--- config.mk ---
export PLATFORM = sky130hd
export DESIGN_NAME = fluxo_dados_exp6
export DESIGN_NICKNAME = d
export VERILOG_FILES = /design/src/rtl/fluxo_dados_exp6.sv
export SDC_FILE = /design/constraint.sdc
export NUM_CORES = 1
export LEC_CHECK = 0
export BUFFER_PORTS_ARGS = -buffer_cell sky130_fd_sc_hd__clkbuf_2
export CAP_MARGIN = 20
export CORE_UTILIZATION = 47
export DETAILED_ROUTE_END_ITERATION = 10
export GPL_ROUTABILITY_DRIVEN = 1
export PLACE_DENSITY = 0.74
export RECOVER_POWER = 100
export SLEW_MARGIN = 5
export SYNTH_ARGS = -nofsm -noshare
export SYNTH_HDL_FRONTEND = slang
export SYNTH_SLANG_ARGS = --single-unit
--- constraint.sdc ---
create_clock -name clock -period 1.95 [get_ports clock]
set_input_delay 0.39 -clock clock [delete_from_list [all_inputs] [get_ports clock]]
set_output_delay 0.39 -clock clock [all_outputs]
set_load 0.01 [all_outputs]
--- src/rtl/fluxo_dados_exp6.sv ---
// fluxo_dados_exp6 -- datapath for the exp6 memory game.
//
// The control unit drives the zera*/conta*/registra* strobes. This block
// returns the status flags that the control unit branches on.
//
// Contents:
//   E   : 4-bit address counter. It addresses a 16x4 sequence ROM.
//   Rod : 4-bit round counter.
//   T   : response-timeout counter. It saturates at TIMEOUT_CYCLES-1.
//   R   : 4-bit play register. It loads from the buttons.
//   A button edge detector produces a one-cycle jogada pulse per press.
//   Equality comparators produce igual, enderecoIgualRodada and fimE.
//
// Parameters:
//   TIMEOUT_CYCLES : clock cycles allowed per play before fimT.
//   N_RODADAS      : number of rounds, legal range 1..16.
//                    fimRod asserts when Rod == N_RODADAS-1.
//
// Optional feature macro: BOTOES_SYNC_EN
//   When defined, botoes passes through a 2-flop synchronizer before it
//   reaches the edge detector and R. When undefined, botoes is used directly.
//
// Ports:
//   clock, reset             : rising-edge clock; synchronous active-high reset
//   zeraE/contaE             : clear / increment E
//   zeraRod/contaRod         : clear / increment Rod
//   zeraT/contaT             : clear / increment T
//   zeraR/registraR          : clear / load R
//   botoes[3:0]              : player buttons, one-hot expected
//   fimE, fimRod, fimT       : terminal-count flags
//   jogada                   : one-cycle press pulse
//   igual                    : R matches ROM[E]
//   enderecoIgualRodada      : E == Rod
//   db_contagem, db_rodada   : debug view of E and Rod
//   db_memoria, db_jogada    : debug view of ROM[E] and R
//   db_tem_jogada            : any button pressed (after the optional sync)
module fluxo_dados_exp6 #(
  parameter int TIMEOUT_CYCLES = 5000,
  parameter int N_RODADAS      = 16
) (
  input  logic       clock,
  input  logic       reset,
  input  logic       zeraE,
  input  logic       contaE,
  input  logic       zeraRod,
  input  logic       contaRod,
  input  logic       zeraT,
  input  logic       contaT,
  input  logic       zeraR,
  input  logic       registraR,
  input  logic [3:0] botoes,
  output logic       fimE,
  output logic       fimRod,
  output logic       fimT,
  output logic       jogada,
  output logic       igual,
  output logic       enderecoIgualRodada,
  output logic [3:0] db_contagem,
  output logic [3:0] db_rodada,
  output logic [3:0] db_memoria,
  output logic [3:0] db_jogada,
  output logic       db_tem_jogada
);

  localparam int             T_W     = (TIMEOUT_CYCLES > 2) ? $clog2(TIMEOUT_CYCLES) : 1;
  localparam logic [T_W-1:0] T_MAX   = T_W'(TIMEOUT_CYCLES - 1);
  localparam logic [3:0]     ROD_MAX = 4'(N_RODADAS - 1);

  // Sequence ROM. Read combinationally at address E.
  function automatic logic [3:0] rom_read(input logic [3:0] addr);
    logic [3:0] data;
    case (addr)
      4'd0:    data = 4'b0001;
      4'd1:    data = 4'b0010;
      4'd2:    data = 4'b0100;
      4'd3:    data = 4'b1000;
      4'd4:    data = 4'b0100;
      4'd5:    data = 4'b0010;
      4'd6:    data = 4'b0001;
      4'd7:    data = 4'b0001;
      4'd8:    data = 4'b0010;
      4'd9:    data = 4'b0010;
      4'd10:   data = 4'b0100;
      4'd11:   data = 4'b0100;
      4'd12:   data = 4'b1000;
      4'd13:   data = 4'b1000;
      4'd14:   data = 4'b0001;
      4'd15:   data = 4'b0100;
      default: data = 4'b0000;
    endcase
    return data;
  endfunction

  logic [3:0]     e;
  logic [3:0]     rod;
  logic [T_W-1:0] t;
  logic [3:0]     r;
  logic [3:0]     botoes_s;
  logic           tem_jogada;
  logic           tem_jogada_q;
  logic [3:0]     memoria;

`ifdef BOTOES_SYNC_EN
  logic [3:0] botoes_meta;

  // Two-flop synchronizer for the asynchronous button inputs.
  always_ff @(posedge clock) begin
    if (reset) begin
      botoes_meta <= 4'b0000;
      botoes_s    <= 4'b0000;
    end else begin
      botoes_meta <= botoes;
      botoes_s    <= botoes_meta;
    end
  end
`else
  assign botoes_s = botoes;
`endif

  // Address counter E: clear has priority over increment; wraps 15 -> 0.
  always_ff @(posedge clock) begin
    if (reset) begin
      e <= 4'd0;
    end else if (zeraE) begin
      e <= 4'd0;
    end else if (contaE) begin
      e <= e + 4'd1;
    end else begin
      e <= e;
    end
  end

  // Round counter Rod: free-running wrap; the control unit stops on fimRod.
  always_ff @(posedge clock) begin
    if (reset) begin
      rod <= 4'd0;
    end else if (zeraRod) begin
      rod <= 4'd0;
    end else if (contaRod) begin
      rod <= rod + 4'd1;
    end else begin
      rod <= rod;
    end
  end

  // Timeout counter T: saturates so that fimT stays high until it is cleared.
  always_ff @(posedge clock) begin
    if (reset) begin
      t <= '0;
    end else if (zeraT) begin
      t <= '0;
    end else if (contaT && (t < T_MAX)) begin
      t <= t + T_W'(1);
    end else begin
      t <= t;
    end
  end

  // Play register R: loads the (possibly synchronized) button value.
  always_ff @(posedge clock) begin
    if (reset) begin
      r <= 4'd0;
    end else if (zeraR) begin
      r <= 4'd0;
    end else if (registraR) begin
      r <= botoes_s;
    end else begin
      r <= r;
    end
  end

  // Previous-cycle "any button" state for the press edge detector.
  always_ff @(posedge clock) begin
    if (reset) begin
      tem_jogada_q <= 1'b0;
    end else begin
      tem_jogada_q <= tem_jogada;
    end
  end

  assign memoria    = rom_read(e);
  assign tem_jogada = |botoes_s;
  // Rising edge of "any button". A change between two non-zero codes is not a new press.
  assign jogada     = tem_jogada & ~tem_jogada_q;

  assign fimE                = (e == 4'd15);
  assign fimRod              = (rod == ROD_MAX);
  assign fimT                = (t == T_MAX);
  // ROM words are one-hot, so a multi-hot R can never match.
  assign igual               = (r == memoria);
  assign enderecoIgualRodada = (e == rod);

  assign db_contagem   = e;
  assign db_rodada     = rod;
  assign db_memoria    = memoria;
  assign db_jogada     = r;
  assign db_tem_jogada = tem_jogada;

endmodule

==> flow_metrics.env, run 1 <==
export IMPL_synth_distinct_cells=40
export IMPL_hold_path_class="input port to flip-flop"
export IMPL_startpoint="t[3]"
export IMPL_numCtsBuffers=5
export IMPL_ant_nets=0
export IMPL_fin_util=0.6061
export IMPL_status="finished, violations left"
export IMPL_gp_congestion=0.8231
export IMPL_worstReg2RegEnd="t[6]"
export IMPL_drc=0
export IMPL_start_util=0.4988
export IMPL_worst_path_max_fanout=3
export IMPL_setup_ws_ns=-0.0005516
export IMPL_hold_end="db_jogada[0]"
export IMPL_insertedDiodeCount=0
export IMPL_cts_hold_buffers=0
export IMPL_r2r_start="t[3]"
export IMPL_grt_max_degree=16
export IMPL_min_path_cells=2
export IMPL_vias_per_cell=5.738
export IMPL_final_nets=229
export IMPL_leakagePower_nw=0.7295
export IMPL_cts_root_buffer="clkbuf_4"
export IMPL_drv_cap=0
export IMPL_layout_common_cells="28 x dfxtp_1, 23 x clkbuf_1, 13 x xor2_1, 13 x clkbuf_2, 10 x nor3_1"
export IMPL_slew_viol_final=0
export IMPL_firstDrtPassIters=4
export IMPL_first_iter_violations=58
export IMPL_io_buffers=36
export IMPL_grt_pass1_wl_mm=5.713
export IMPL_routed_wirelength_mm=3.474
export IMPL_critPathRequiredTime_ns=1.56
export IMPL_p_seq_frac=0.510
export IMPL_multi_input_area_um2=887.1
export IMPL_num_io_pins=37
export IMPL_ys_ff_latch=30
export IMPL_p_clk_frac=0.410
export IMPL_dpl_hpwl_mm=2.535
export IMPL_numClockSinks=30
export IMPL_p_sw_mw=0.2826
export IMPL_antenna_found_initial=0
export IMPL_coreArea_um2=3053
export IMPL_cp_end_kind="primary output"
export IMPL_syn_area_per_cell_um2=9.064
export IMPL_hold_violations=0
export IMPL_post_drt_wl_per_cell_um=13.57
export IMPL_cts_max_path_buffers=2
export IMPL_critPathLaunchType="flip-flop"
export IMPL_arrival_ns=1.56
export IMPL_rsz0062_at_grt="true"
export IMPL_violations="setup timing"
export IMPL_synth_area_um2=1523
export IMPL_ys_warn_count=0
export IMPL_syn_num_nets=185
export IMPL_period_share=1.000
export IMPL_cts_tree="built"
export IMPL_die_h_um=58.92
export IMPL_grt_pass1_vias=1369
export IMPL_worst_ir_drop_vdd_mv=0.4284
export IMPL_path_class="flip-flop to primary output"
export IMPL_syn_inst=168
export IMPL_fin_hold_ws_ns=0.2611
export IMPL_drive_above_1_share=0.2075
export IMPL_dr_total_vias=1469
export IMPL_worstHoldStart="zeraR"
export IMPL_p_sw_frac=0.2269
export IMPL_seq_area_frac_synth=0.3944
export IMPL_comb_power_share=0.079
export IMPL_htreeDepth=2
export IMPL_fin_worst_skew_ns=0.008750
export IMPL_pre_cts_slack_ns=-0.01884
export IMPL_die_w_um=58.92
export IMPL_grt_overflow=0
export IMPL_dp_cells=247
export IMPL_reg2reg_depth=4
export IMPL_p_per_area_nw_per_um2=673.0
export IMPL_die_area_um2=3472
export IMPL_n_fill_cell=297
export IMPL_layout_area_seq_um2=603.1
export IMPL_stdcell_count=256
export IMPL_core_rowCount=20
export IMPL_r2r_setup_slack_ns=0.02
export IMPL_relSlewSlack=0.6898
export IMPL_fin_crit_ns=1.951
export IMPL_cts_clk_slew_worst_paths_ns=0.10
export IMPL_layout_commonest_cell="dfxtp_1"
export IMPL_p_int_mw=0.9628
export IMPL_tightest_slew_ns=0.4637
export IMPL_clk_latency_ns=0.33
export IMPL_setup_violations=1
export IMPL_max_freq_ghz=0.5127
export IMPL_grt_usage=0.2208
export IMPL_syn2layout_area_growth_pct=21.53
## flip-flops by register name, indices dropped and copies added, names as in the netlist
register / count
db_rodada: 4
db_contagem: 4
tem_jogada_q: 1
db_memoria: 4
t: 13
db_jogada: 4
## power groups by stage
stage,Clock [mW],Combinational (mW),Sequential (mW)
final,0.511,0.0985,0.636
after global routing,0.552,0.109,0.638
after CTS,0.523,0.102,0.636
after detailed placement,0,0.102,0.650
after global placement,0,0.0983,0.649
after floorplan,0,0.0588,0.652
## worst max-delay path, cell delays in order (launching register included)
cell,delay (ns)
dfxtp_2,0.33
or4_4,0.55
buf_6,0.14
nor3_2,0.08
buf_2,0.14
## worst max path at each step
stage	cells after the start	slack, ns	end
final	4	-0.0006	fimT
after global routing	4	-0.07	fimT
after CTS	4	-0.04	fimT
after detailed placement	4	-0.02	t[8]
after global placement	4	0.02	t[8]
after floorplan	5	0.08	t[5]
## through the flow
stage                     total power, mW  instance area, um^2    TNS (ns)
after global routing                1.298                 1851     -0.1833
final                               1.245                 1851  -0.0005516
after CTS                           1.261                 1872    -0.03567
after detailed placement           0.7517                 1764    -0.02709
after floorplan                    0.7103                 1523           0
after global placement             0.7477                 1764           0
## routing by layer
| layer | vias to the layer above | wire length, um | global-route usage |
|---|---|---|---|
| met2 | 44 | 1795 | 0.3604 |
| li1 | 727 | - | - |
| met3 | 5 | 182 | 0.08132 |
| met5 | - | 0 | 0 |
| met4 | 0 | 37 | 0.1088 |
| met1 | 693 | 1458 | 0.2541 |
## Yosys cell counts
| cell type | count | area share |
|---|---|---|
| and3_2 | 2 | 0.0099 |
| mux2i_1 | 7 | 0.046 |
| a31oi_1 | 1 | 0.0041 |
| and3_1 | 4 | 0.016 |
| o2111a_1 | 1 | 0.0074 |
| o41ai_1 | 1 | 0.0058 |
| o31ai_1 | 6 | 0.030 |
| nand2_1 | 8 | 0.020 |
| nand3_1 | 9 | 0.030 |
| clkbuf_1 | 4 | 0.0099 |
| a211oi_1 | 1 | 0.0049 |
| o31a_2 | 1 | 0.0066 |
| xor2_1 | 13 | 0.075 |
| nor4_1 | 4 | 0.016 |
| mux2_2 | 1 | 0.0074 |
| nor2_1 | 8 | 0.020 |
| dfxtp_1 | 30 | 0.39 |
| and4_1 | 2 | 0.012 |
| o2111a_2 | 1 | 0.0082 |
| buf_4 | 1 | 0.0049 |
| a21oi_1 | 11 | 0.036 |
| and2_1 | 1 | 0.0041 |
| o311ai_0 | 1 | 0.0058 |
| o21a_1 | 2 | 0.0099 |
| o21ai_0 | 5 | 0.016 |
| nor3_1 | 11 | 0.036 |
| inv_1 | 1 | 0.0025 |
| or4_1 | 6 | 0.030 |
| o2111ai_1 | 1 | 0.0058 |
| nand4b_1 | 1 | 0.0058 |
| or3_1 | 4 | 0.016 |
| nand4_1 | 5 | 0.021 |
| ha_1 | 3 | 0.025 |
| or2_2 | 2 | 0.0082 |
| xnor2_1 | 2 | 0.012 |
| or4_4 | 1 | 0.0074 |
| or3_2 | 2 | 0.0099 |
| buf_2 | 2 | 0.0066 |
| and4_2 | 1 | 0.0066 |
| clkbuf_8 | 1 | 0.0090 |
## repair_timing
item / 4_1_cts / 5_1_grt
setup endpoints to repair: 4 / 7
pin swaps: 5 / 1
endpoints found under the hold margin: 0 / 0
buffers inserted: 2 / 0
resized for setup: 4 / 6
## cell type report
type                    count  share of cell area
clock inverters             1             0.01623
repair buffers             45              0.1190
flip-flops and latches     30              0.3259
multi-input cells         129              0.4794
inverters                   1            0.002028
well taps                  44             0.02975
clock buffers               6             0.02772
## kinds of logic after synthesis
| group | Yosys count | synth area share |
|---|---|---|
| adders and majority gates | 3 | 0.02465 |
| xor gates and xnor gates | 15 | 0.08628 |
| and+or+nand+nor | 71 | 0.2679 |
| DFF | 30 | 0.3944 |
| AOI/OAI and AO/OA | 32 | 0.1405 |
| buffers and inverters | 9 | 0.03286 |
| muxes | 8 | 0.05341 |
(Power assumes the default switching activity.)
==> inputs of run 2 (changes only) <==
--- a/config.mk
+++ b/config.mk
@@ -12,7 +12,8 @@
 export GPL_ROUTABILITY_DRIVEN = 1
 export PLACE_DENSITY = 0.74
 export RECOVER_POWER = 100
-export SLEW_MARGIN = 5
+export SLEW_MARGIN = 20
 export SYNTH_ARGS = -nofsm -noshare
 export SYNTH_HDL_FRONTEND = slang
 export SYNTH_SLANG_ARGS = --single-unit
+export TNS_END_PERCENT = 5
==> flow_metrics.env, run 2 (synthesis gave the netlist of run 1 again) <==
export IMPL_status="finished, violations left"
export IMPL_violations="setup timing"
export IMPL_path_class="flip-flop to primary output"
export IMPL_cts_clk_slew_worst_paths_ns=0.10
export IMPL_layout_commonest_cell="dfxtp_1"
export IMPL_tightest_slew_ns=0.4642
export IMPL_dr_total_vias=1465
export IMPL_hold_end="db_jogada[0]"
export IMPL_htreeDepth=2
export IMPL_setup_violations=1
export IMPL_crit_path_top_delay_cell="or4_4"
export IMPL_num_io_pins=37
export IMPL_setup_ws_ns=-0.003978
export IMPL_routed_wirelength_mm=3.510
export IMPL_numClockSinks=30
export IMPL_final_nets=229
export IMPL_antenna_found_initial=0
export IMPL_n_fill_cell=296
export IMPL_dpl_hpwl_mm=2.535
export IMPL_hold_violations=0
export IMPL_grt_overflow=0
export IMPL_p_per_area_nw_per_um2=673.1
export IMPL_grt_max_degree=16
export IMPL_arrival_ns=1.56
export IMPL_ant_nets=0
export IMPL_numCtsBuffers=5
export IMPL_vias_per_cell=5.723
export IMPL_cts_root_buffer="clkbuf_4"
export IMPL_cts_max_path_buffers=2
export IMPL_cp_end_kind="primary output"
export IMPL_clk_latency_ns=0.34
export IMPL_hold_path_class="input port to flip-flop"
export IMPL_firstDrtPassIters=4
export IMPL_max_stage_delay_ns=0.54
export IMPL_period_share=1.002
export IMPL_gp_congestion=0.8231
export IMPL_fin_crit_ns=1.954
export IMPL_max_freq_ghz=0.5118
export IMPL_cts_hold_buffers=0
export IMPL_rsz0062_at_grt="true"
export IMPL_min_path_cells=2
export IMPL_critPathLaunchType="flip-flop"
export IMPL_r2r_setup_slack_ns=0.02
export IMPL_worstReg2RegEnd="t[6]"
export IMPL_grt_pass1_wl_mm=5.713
export IMPL_grt_usage=0.2208
export IMPL_path_cells="or4_4, buf_6, nor3_2, buf_2"
export IMPL_relSlewSlack=0.6895
export IMPL_fin_hold_ws_ns=0.2545
export IMPL_drc=0
export IMPL_worst_path_max_fanout=3
export IMPL_first_iter_violations=50
export IMPL_tns_ns=-0.003978
export IMPL_slew_viol_final=0
export IMPL_syn2layout_area_growth_pct=22.02
export IMPL_start_util=0.4988
export IMPL_post_drt_wl_per_cell_um=13.71
export IMPL_reg2reg_depth=4
export IMPL_insertedDiodeCount=0
export IMPL_die_area_um2=3472
export IMPL_fin_worst_skew_ns=0.01020
export IMPL_regMostFlops="t"
export IMPL_grt_pass1_vias=1369
export IMPL_core_rowCount=20
export IMPL_drive_above_1_share=0.2170
export IMPL_drv_cap=0
export IMPL_die_h_um=58.92
export IMPL_cts_tree="built"
export IMPL_worst_ir_drop_vdd_mv=0.4304
export IMPL_coreArea_um2=3053
export IMPL_leakagePower_nw=0.7311
export IMPL_layout_common_cells="28 x dfxtp_1, 23 x clkbuf_1, 13 x xor2_1, 13 x clkbuf_2, 10 x nor3_1"
export IMPL_critPathRequiredTime_ns=1.56
export IMPL_die_w_um=58.92
export IMPL_worstHoldStart="zeraR"
export IMPL_largest_reg_flops=13
export IMPL_io_buffers=36
export IMPL_r2r_start="t[3]"
==> run 2: cell count changes in the layout (fill, tap and decap cells not counted) <==
cell,change
a21oi_1,-1
a21oi_2,+1
or4_1,-1
or4_4,+1
==> run 2: final cells by class <==
type / instances / area [um^2] / share of cell area
Timing Repair Buffer: 45 / 220.2 / 0.1185
Inverter: 1 / 3.754 / 0.002020
Sequential cell: 30 / 603.1 / 0.3246
Clock buffer: 6 / 51.30 / 0.02761
Tap cell: 44 / 55.05 / 0.02963
Clock inverter: 1 / 30.03 / 0.01616
Multi-Input combinational cell: 129 / 894.6 / 0.4815
==> run 2: how the worst max path moves through the flow <==
stage | start | end | slack [ns] | cells after the start
floorplan | t[3] | t[5] | 0.08 | 5
global placement | t[3] | t[8] | 0.02 | 4
detailed placement | t[3] | t[8] | -0.02 | 4
CTS | t[6] | fimT | -0.04 | 4
global route | t[3] | fimT | -0.07 | 4
finish | t[3] | fimT | -0.004 | 4
==> run 2: per-stage QoR <==
stage | cells | area (um^2) | total power, mW | utilization | setup slack (ns)
after floorplan | 168 | 1523 | 0.7103 | - | 0.07614
after global placement | 247 | 1764 | 0.7477 | 0.5779 | 0.01891
after detailed placement | 247 | 1764 | 0.7517 | 0.5779 | -0.01884
after CTS | 256 | 1872 | 1.261 | 0.6131 | -0.03567
after global routing | 256 | 1858 | 1.299 | 0.6086 | -0.07466
final | 256 | 1858 | 1.251 | 0.6086 | -0.003978
==> run 2: what timing repair did <==
item	in CTS	in global routing
resized for setup	4	8
endpoints found under the setup margin	4	7
pin swaps	5	2
setup buffers	2	0
==> run 2: worst max-delay path: cells and delay by family (launching register included) <==
kind	cells	cell delay, ns
buf+inv	2	0.28
flops	1	0.33
simple gates	2	0.62
==> run 2: power by group <==
part	internal, mW	switching [mW]	total [mW]
logic	0.0414	0.0576	0.0989
clock network	0.298	0.218	0.516
registers	0.623	0.0126	0.636
total	0.963	0.288	1.25
==> run 2: per-layer routing <==
metal  GRT usage  share of wire
met1      0.2541           0.44
met2      0.3604           0.50
met3     0.08132          0.047
met4      0.1088          0.017
met5           0              0
==> inputs of run 3 (changes only) <==
==> constraint.sdc (replaced) <==
create_clock -name clock -period 1.95 [get_ports clock]
set_input_delay 0.585 -clock clock [delete_from_list [all_inputs] [get_ports clock]]
set_output_delay 0.585 -clock clock [all_outputs]
set_load 0.01 [all_outputs]
==> flow_metrics.env, run 3 (synthesis gave the netlist of run 1 again) <==
export IMPL_gr_usage_met1=0.2507
export IMPL_firstDrtPassIters=4
export IMPL_largest_reg_flops=13
export IMPL_post_drt_wl_per_cell_um=14.24
export IMPL_worstHoldStart="zeraRod"
export IMPL_drive_above_1_share=0.2762
export IMPL_pre_cts_slack_ns=-0.02117
export IMPL_regMostFlops="t"
export IMPL_die_h_um=58.92
export IMPL_p_total_mw=1.140
export IMPL_final_nets=226
export IMPL_dr_total_vias=1478
export IMPL_min_path_cells=2
export IMPL_r2r_start="t[4]"
export IMPL_clk_latency_ns=0.33
export IMPL_grt_pass1_vias=1354
export IMPL_p_clk_frac=0.349
export IMPL_tns_ns=-0.2073
export IMPL_grt_usage=0.2202
export IMPL_relSlewSlack=0.6617
export IMPL_cts_clk_slew_worst_paths_ns=0.10
export IMPL_layout_common_cells="28 x dfxtp_1, 19 x clkbuf_2, 16 x clkbuf_1"
export IMPL_insertedDiodeCount=0
export IMPL_fin_worst_skew_ns=0.01006
export IMPL_layout_commonest_cell="dfxtp_1"
export IMPL_drv_cap=0
export IMPL_p_sw_frac=0.2617
export IMPL_p_int_mw=0.8418
export IMPL_htreeDepth=2
export IMPL_num_io_pins=37
export IMPL_startpoint="t[4]"
export IMPL_gr_usage_met3=0.06374
export IMPL_slew_viol_final=0
export IMPL_hold_path_class="input port to flip-flop"
export IMPL_comb_power_share=0.093
export IMPL_drc=0
export IMPL_p_per_area_nw_per_um2=615.3
export IMPL_first_iter_violations=79
export IMPL_worst_ir_drop_vdd_mv=0.2977
export IMPL_coreArea_um2=3053
export IMPL_rsz0062_at_grt="true"
export IMPL_ant_nets=0
export IMPL_grt_max_degree=19
export IMPL_cts_root_buffer="clkbuf_4"
export IMPL_io_buffers=36
export IMPL_numClockSinks=30
export IMPL_cts_max_path_buffers=2
export IMPL_worst_path_max_fanout=3
export IMPL_cts_tree="built"
export IMPL_antenna_found_initial=0
export IMPL_worstReg2RegEnd="t[11]"
export IMPL_arrival_ns=1.45
export IMPL_cp_end_kind="primary output"
export IMPL_fin_crit_ns=2.037
export IMPL_routed_wirelength_mm=3.617
export IMPL_p_sw_mw=0.2984
export IMPL_reg2reg_depth=5
export IMPL_tightest_slew_ns=0.5028
export IMPL_dpl_hpwl_mm=2.546
export IMPL_grt_overflow=0
export IMPL_path_class="flip-flop to primary output"
export IMPL_core_rowCount=20
export IMPL_setup_ws_ns=-0.08693
export IMPL_critPathLaunchType="flip-flop"
export IMPL_period_share=1.045
export IMPL_status="finished, violations left"
export IMPL_die_area_um2=3472
export IMPL_grt_busiest_layer="met2"
export IMPL_critPathRequiredTime_ns=1.36
export IMPL_max_freq_ghz=0.4909
export IMPL_vias_per_cell=5.819
export IMPL_start_util=0.4988
export IMPL_numCtsBuffers=5
export IMPL_p_seq_frac=0.558
export IMPL_r2r_setup_slack_ns=-0.05
export IMPL_leakagePower_nw=0.7171
export IMPL_die_w_um=58.92
export IMPL_syn2layout_area_growth_pct=21.69
export IMPL_hold_end="db_rodada[0]"
export IMPL_hold_violations=0
export IMPL_setup_violations=7
export IMPL_grt_pass1_wl_mm=5.796
export IMPL_met2_usage=0.3831
export IMPL_gp_congestion=0.7770
export IMPL_violations="setup timing"
## run 3: cell types whose count changed in the layout (fill, tap and decap cells not counted), sizes merged
cell,previous run,this run
buf,9,7
clkbuf,42,41
clkinv,0,1
clkinvlp,0,1
bufinv,1,0
## run 3: worst max-delay path by stage
| stage | slack (ns) | cells past startpoint | endpoint |
|---|---|---|---|
| floorplan | 0.08 | 5 | t[5] |
| detailed placement | -0.02 | 4 | t[4] |
| global route | -0.15 | 3 | fimT |
| CTS | -0.12 | 3 | fimT |
| finish | -0.09 | 3 | fimT |
| global placement | 0.01 | 4 | t[8] |
## run 3: layer usage
metal / up-vias / share of wire
li1: 717 / -
met1: 708 / 0.42
met2: 48 / 0.51
met3: 5 / 0.055
met4: 0 / 0.011
met5: - / 0
## run 3: power by group through the flow
stage	registers, mW	logic, mW	clock network (mW)
after detailed placement	0.650	0.104	0
after global routing	0.638	0.117	0.440
after floorplan	0.652	0.0588	0
after CTS	0.636	0.106	0.403
final	0.636	0.106	0.398
after global placement	0.650	0.0998	0
## run 3: timing repair
action	CTS	global route
endpoints found under the setup margin	7	11
hold buffers	0	0
setup buffers	1	0
pin swaps	5	2
resized for setup	4	20
cloned	0	0
## run 3: cell type report
type,count,area (um^2)
Sequential cell,30,603.1
Fill cell,302,1200
Timing Repair Buffer,42,202.7
Multi-Input combinational cell,129,924.6
Clock inverter,2,12.51
Tap cell,44,55.05
Clock buffer,6,51.30
Inverter,1,3.754
## run 3: per-stage QoR
| step | util | cell area (um^2) | hold WS [ns] | instances |
|---|---|---|---|---|
| 3_3_place_gp | 0.5730 | 1749 | 0.4708 | 245 |
| 4_1_cts | 0.6008 | 1834 | 0.4578 | 254 |
| 5_1_grt | 0.6070 | 1853 | 0.4474 | 254 |
| 3_5_place_dp | 0.5730 | 1749 | 0.4916 | 245 |
| 6_report | 0.6070 | 1853 | 0.4700 | 254 |
| 2_1_floorplan | - | 1523 | 0.4557 | 168 |
## run 3: worst max-delay path, cell delays in order, from the launching register on
cell	delay [ns]
dfxtp_1	0.32
or4_4	0.55
nor3_2	0.11
buf_2	0.15
